===== src/rtl/decode_stage.sv =====
// MIPS32 instruction-decode stage: 32x32 register file with write-back bypass,
// field split, immediate sign extension and the ID/EX pipeline register.
module decode_stage #(
  parameter int XLEN = 32,
  parameter int NREG = 32
) (
  input  logic            clk,
  input  logic            rst_n,
  input  logic [XLEN-1:0] NPC_if,
  input  logic [XLEN-1:0] IR_if,
  input  logic [XLEN-1:0] ALU_out,
  output logic [XLEN-1:0] A,
  output logic [XLEN-1:0] B,
  output logic [XLEN-1:0] Imm,
  output logic [XLEN-1:0] NPC_id,
  output logic [XLEN-1:0] IR_id
);

  localparam int AW = $clog2(NREG);

  logic [XLEN-1:0] reg_b [0:NREG-1];

  logic [5:0]      opcode_s;
  logic [AW-1:0]   rs_s;
  logic [AW-1:0]   rt_s;
  logic [AW-1:0]   rd_s;
  logic            wen_s;
  logic [XLEN-1:0] a_next_s;
  logic [XLEN-1:0] b_next_s;

  function automatic logic [XLEN-1:0] sign_ext16(input logic [15:0] val);
    return {{(XLEN-16){val[15]}}, val};
  endfunction

  assign opcode_s = IR_if[31:26];
  assign rs_s     = IR_if[25:21];
  assign rt_s     = IR_if[20:16];
  assign rd_s     = IR_if[15:11];
  assign wen_s    = (opcode_s == 6'b000000) && (rd_s != 5'd0);

  // Operand read: r0 reads zero, a same-cycle write to the source forwards ALU_out
  always_comb begin
    a_next_s = '0;
    b_next_s = '0;
    if (rs_s == 5'd0) begin
      a_next_s = '0;
    end else if (wen_s && (rd_s == rs_s)) begin
      a_next_s = ALU_out;
    end else begin
      a_next_s = reg_b[rs_s];
    end
    if (rt_s == 5'd0) begin
      b_next_s = '0;
    end else if (wen_s && (rd_s == rt_s)) begin
      b_next_s = ALU_out;
    end else begin
      b_next_s = reg_b[rt_s];
    end
  end

  // Register file write-back (R-type only; writes to r0 are dropped by wen_s)
  always_ff @(posedge clk or negedge rst_n) begin
    if (!rst_n) begin
      for (int i = 0; i < NREG; i++) begin
        reg_b[i] <= '0;
      end
    end else if (wen_s) begin
      reg_b[rd_s] <= ALU_out;
    end
  end

  // ID/EX pipeline register
  always_ff @(posedge clk or negedge rst_n) begin
    if (!rst_n) begin
      A      <= '0;
      B      <= '0;
      Imm    <= '0;
      NPC_id <= '0;
      IR_id  <= '0;
    end else begin
      A      <= a_next_s;
      B      <= b_next_s;
      Imm    <= sign_ext16(IR_if[15:0]);
      NPC_id <= NPC_if;
      IR_id  <= IR_if;
    end
  end

endmodule


===== config.mk =====
export PLATFORM = sky130hd
export DESIGN_NAME = decode_stage
export DESIGN_NICKNAME = d
export VERILOG_FILES = /design/src/rtl/decode_stage.sv
export SDC_FILE = /design/constraint.sdc
export NUM_CORES = 2
export LEC_CHECK = 0
export ABC_AREA = 0
export ABC_CLOCK_PERIOD_IN_PS = 1900
export BUFFER_PORTS_ARGS = -buffer_cell sky130_fd_sc_hd__buf_2
export CAP_MARGIN = 20
export CORE_ASPECT_RATIO = 1.4
export CORE_MARGIN = 2
export CORE_UTILIZATION = 35
export DETAILED_ROUTE_END_ITERATION = 7
export HOLD_SLACK_MARGIN = 0.02
export PLACE_DENSITY = 0.55
export RECOVER_POWER = 25
export SYNTH_ARGS = -nofsm -noshare
export SYNTH_HDL_FRONTEND = slang
export SYNTH_SLANG_ARGS = --single-unit

===== constraint.sdc =====
create_clock -name clk -period 1.9 [get_ports clk]
set_input_delay 0.19 -clock clk [delete_from_list [all_inputs] [get_ports clk]]
set_output_delay 0.19 -clock clk [all_outputs]
set_load 0.1 [all_outputs]

# == Word-level counts from Yosys, hierarchy flattened ==
# Cells that the tools add are included.
# op_classes
order_cmp,4
n_eq_ne,2
muxes,13
bitwise,3
reduce_logical,8
# ops
operator,n
$bwmux 1024,1
$bmux 32 s5,2
$mux 32,9
$demux 32 s5,1
$ge 6x6->1 const B,3
$not 5->6,3
$eq 5x5->1,2
$logic_not 5->1,2
$logic_not 6->1,1
$lt 6x1->1 const B,1
$reduce_bool 5->1,1
$logic_and 1x1->1,4
# totals
register_bits,1168
out_inout_bits,160
word_cells,67

# == Logic depth before layout (Yosys ltp) ==
# depth
word_depth,6
depth_mapped,11
ltp_nobuf,6

# == Least setup slack after synthesis ==
# OpenSTA, ideal clock, no wires.
# synth_path
path_kind,input -> register
from,in IR_if[21]
to,reg A[11]
setup_ps,133
t_arrival_ps,1851
required_time_ps,1767
slack_ps,-84
cell_stages,7
cell_sequence,buf_4 > buf_6 > buf_2 > mux4_2 > mux2_2 > a211oi_1 > a21oi_1
# synth_between
elab_chain_len,6
# synth_rtl
item,line,text
"start, declared",10,"input logic [XLEN-1:0] IR_if,"
$not 5->6 (implied by the code),50,a_next_s = reg_b[rs_s];
$bmux 32 s5,50,
$mux 32 (implied by the code) (2 in a row),50,
$mux 32,47,end else if (wen_s && (rd_s == rs_s)) begin
$mux 32 *,45,if (rs_s == 5'd0) begin
via a_next_s[11],28,logic [XLEN-1:0] a_next_s;
"end signal, assigned",81,A <= a_next_s;
"end, declared",12,"output logic [XLEN-1:0] A,"
# Mark *: on every way through the listed nets, which the timed path passes. The rest lies on a longest branch. The select of a mux whose other input is x is not followed.
# A chain may end at the register's enable or synchronous reset.

# == Worst setup path in the final report ==
# layout_path
from,reg reg_b[401] (netlist bit)
to,reg A[17]
# layout_between
elab_chain_len,5
# layout_rtl
item,line,text
"start, declared",21,logic [XLEN-1:0] reg_b [0:NREG-1];
"start signal, assigned by index",68,reg_b[rd_s] <= ALU_out;
$bmux 32 s5,50,
$mux 32 (implied by the code) (2 in a row),50,
$mux 32,47,
$mux 32,45,
via a_next_s[17],28,
# The timed path passes the listed nets, and every way through them passes these cells. The select of a mux whose other input is x is not followed.

==> impl_metrics.yaml <==
run_status:
  outcome: "finished with violations"
  violations: "setup timing"
routing:
  ant_nets: 0
  drt_first_pass_iters: 5
  first_iter_violations: 3468
  drcViolationCount: 0
  viasPerCell: 5.802
  routed-via-count: 42230
  avgRoutedWirePerCell_microns: 31.41
  wirelength_mm: 228.6
timing:
  slew_violations: 0
  fmax_ghz: 0.5256
  whs_ps: 80.03
  period_share_pct: 100.1
  worst_pin_slew_ps: 1424
  skew_ps: 42.49
  period_needed_ps: 1902
  setup_violations: 1
  hold_viol_final: 0
  slew_headroom_pct: 5.078
  setup_slack_ps: -2.433
global_routing:
  grt_pass1_vias: 43974
  grt_pass1_wl_mm: 326.2
  antenna_found_initial: 8
  track_usage_pct: 25.97
  overflow: 0
  grt_max_degree: 94
power_and_ir_drop:
  p_int_mw: 42.37
  power_frac_clock_pct: 43.4
  p_sw_mw: 16.25
  ir_worst_vdd_mv: 0.7426
  p_comb_share_pct: 13.3
  p_total_mw: 58.62
  p_leak_nw: 34.64
  p_per_area_nw_per_um2: 789.3
  seqPwrFrac_pct: 43.3
  sw_frac_of_total_pct: 27.72
synth:
  synthTopCellsByCount: "dfrtp_1, mux2_2, mux2i_1"
  yosysWarnings: 0
  synth.area.mux_share_pct: 38.05
  synth_most_common_cell: "dfrtp_1"
  synthArstFlopShare_pct: 100.0
  synth-main-ff-cell: "dfrtp_1"
  seq_area_frac_synth_pct: 48.38
  yosysTopAreaCell: "dfrtp_1"
  synth.top_cell.area_share_pct: 48.38
  synth_edf_count: 0
  synth-simple-area-share_pct: 2.698
  synth-adder-area-share_pct: 0
  synth_cells: 4262
  syn_avg_cell_area_sq_um: 13.98
  synth_cell_types: 64
  synth_top_family_by_area: "multiplexers"
  ys_ff_latch: 1152
  synth_xor_area_share_pct: 0.1470
  syn_area_sq_um: 59590
  synth_compound_area_share_pct: 6.219
  ys_top_cells_by_area: "dfrtp_1, mux2_2, mux4_2, mux2i_1, a221oi_1"
  syn-num-nets: 4360
hold_path:
  min_path_cells: 2
  worstHoldStart: "IR_if[5]"
  hold_class: "input port to flop"
cells_and_area:
  final_nets: 5012
  syn2layout_area_growth_pct: 24.63
  drive_gt1_share_pct: 50.23
  final_cells: 7278
  fillCellCount: 15485
clocking:
  cts_buffers: 119
  clock_latency_ps: 780
  cts_tree: "built"
  clockBufferDepth: 3
  numClockSinks: 1152
  clk_pin_slew_ps: 70
  cts_htree_levels: 3
  clockRootBuffer: "clkbuf_16"
run:
  max-cap-violations: 0
worst_setup_path:
  critPathKind: "flop to flop"
  crit_arrival_ps: 2530
  reg2reg_depth: 5
  start_kind: "flop"
  r2r-start: "reg_b[401]"
  endpoint_kind: "flop"
  cp-startpoint: "reg_b[401]"
  cp_data_required_time_ps: 2530
  crit_fanout: 3
floorplan:
  die_x_microns: 352.7
  io_pins: 258
  core_region_area_sq_um: 169500
  row_count: 179
  initial_core_util_pct: 35.15
  die_h_microns: 492.2
  fp.dieArea_sq_um: 173600
place:
  post-dp-hpwl_mm: 154.5
  gp_routability_congestion: 0.8604
  place_ws_ps: -955.0
  placed_cells: 6925
  io_buffers: 257
stage by stage:
stage	util [%]	setup TNS, ps	instance area (sq um)
2_1_floorplan	-	0	59590
4_1_cts	43.81	0	74270
6_report	43.81	-2.433	74270
3_3_place_gp	40.52	-908380	68700
5_1_grt	43.80	-233.0	74260
3_5_place_dp	40.52	-857070	68700
critical path: stages, from the launching register on:
cell	delay, ps
dfrtp_1	400
mux4_2	480
or2_4	240
a21oi_2	150
nor3_2	80
a221o_1	410
per-layer routing:
metal,up-vias,part of all wire [%],track usage (%)
li1,17481,-,-
met1,22744,41,33.24
met2,1492,48,43.23
met3,507,5.3,3.845
met4,6,5.3,12.34
met5,-,0.017,0
layout by cell type, fill, tap and decap left out, types with 30 or more instances in the layout:
master         count
dfrtp_1         1151
mux2_2          1025
buf_4            464
mux2i_1          397
mux4_2           315
buf_2            207
buf_12           191
dlygate4sd3_1    127
clkbuf_16        120
a21oi_1          100
a221oi_1          96
nand2_1           89
o21ai_0           72
nor2_1            58
a22oi_1           58
nor3_1            36
nand3_1           30
clkbuf_1          30
power by group through the flow:
stage	Clock, mW	Sequential (mW)	Combinational [mW]
finish	25.5	25.4	7.78
global route	26.9	25.4	8.13
CTS	26.0	25.4	7.81
detailed placement	0	25.8	7.54
global placement	0	25.8	7.52
floorplan	0	27.1	2.93
cells by family after synthesis:
logic type      Yosys count
mux                    1743
buf+inv                 501
simple gates            333
compound gates          523
xor+xnor                 10
flops                  1152
registers in the layout (all words and copies together) (netlist names):
name / cells
B: 32
A: 32
IR_id: 32
NPC_id: 32
reg_b: 1024
cell type report:
type	instances	area, sq um	area share [%]
tap	2262	2830	3.811
clock inverter	56	733.2	0.9872
multi-input combinational	2609	28530	38.41
timing repair buffer	1027	9876	13.30
inverter	5	18.77	0.02527
sequential	1152	28830	38.82
antenna	3	7.507	0.01011
clock buffer	164	3448	4.643
path summary, 6_finish.rpt:
check | to | slack [ps]
min in group asynchronous | reg_b[338] | 940
worst min-delay path | IR_id[5] | 80
worst max-delay path | A[17] | -2
worst min register to register | reg_b[1007] | 400
max in group asynchronous | reg_b[490] | 160
worst max register to register | A[17] | -2
what timing repair did:
item / 4_1_cts / 5_1_grt
hold buffers: 127 / 0
setup endpoints to repair: 583 / 20
gates resized for setup: 44 / 27
pin swaps: 4 / 12
buffers inserted: 0 / 5
endpoints found under the hold margin: 1410 / 0
Power figures use the tool's default switching activity.
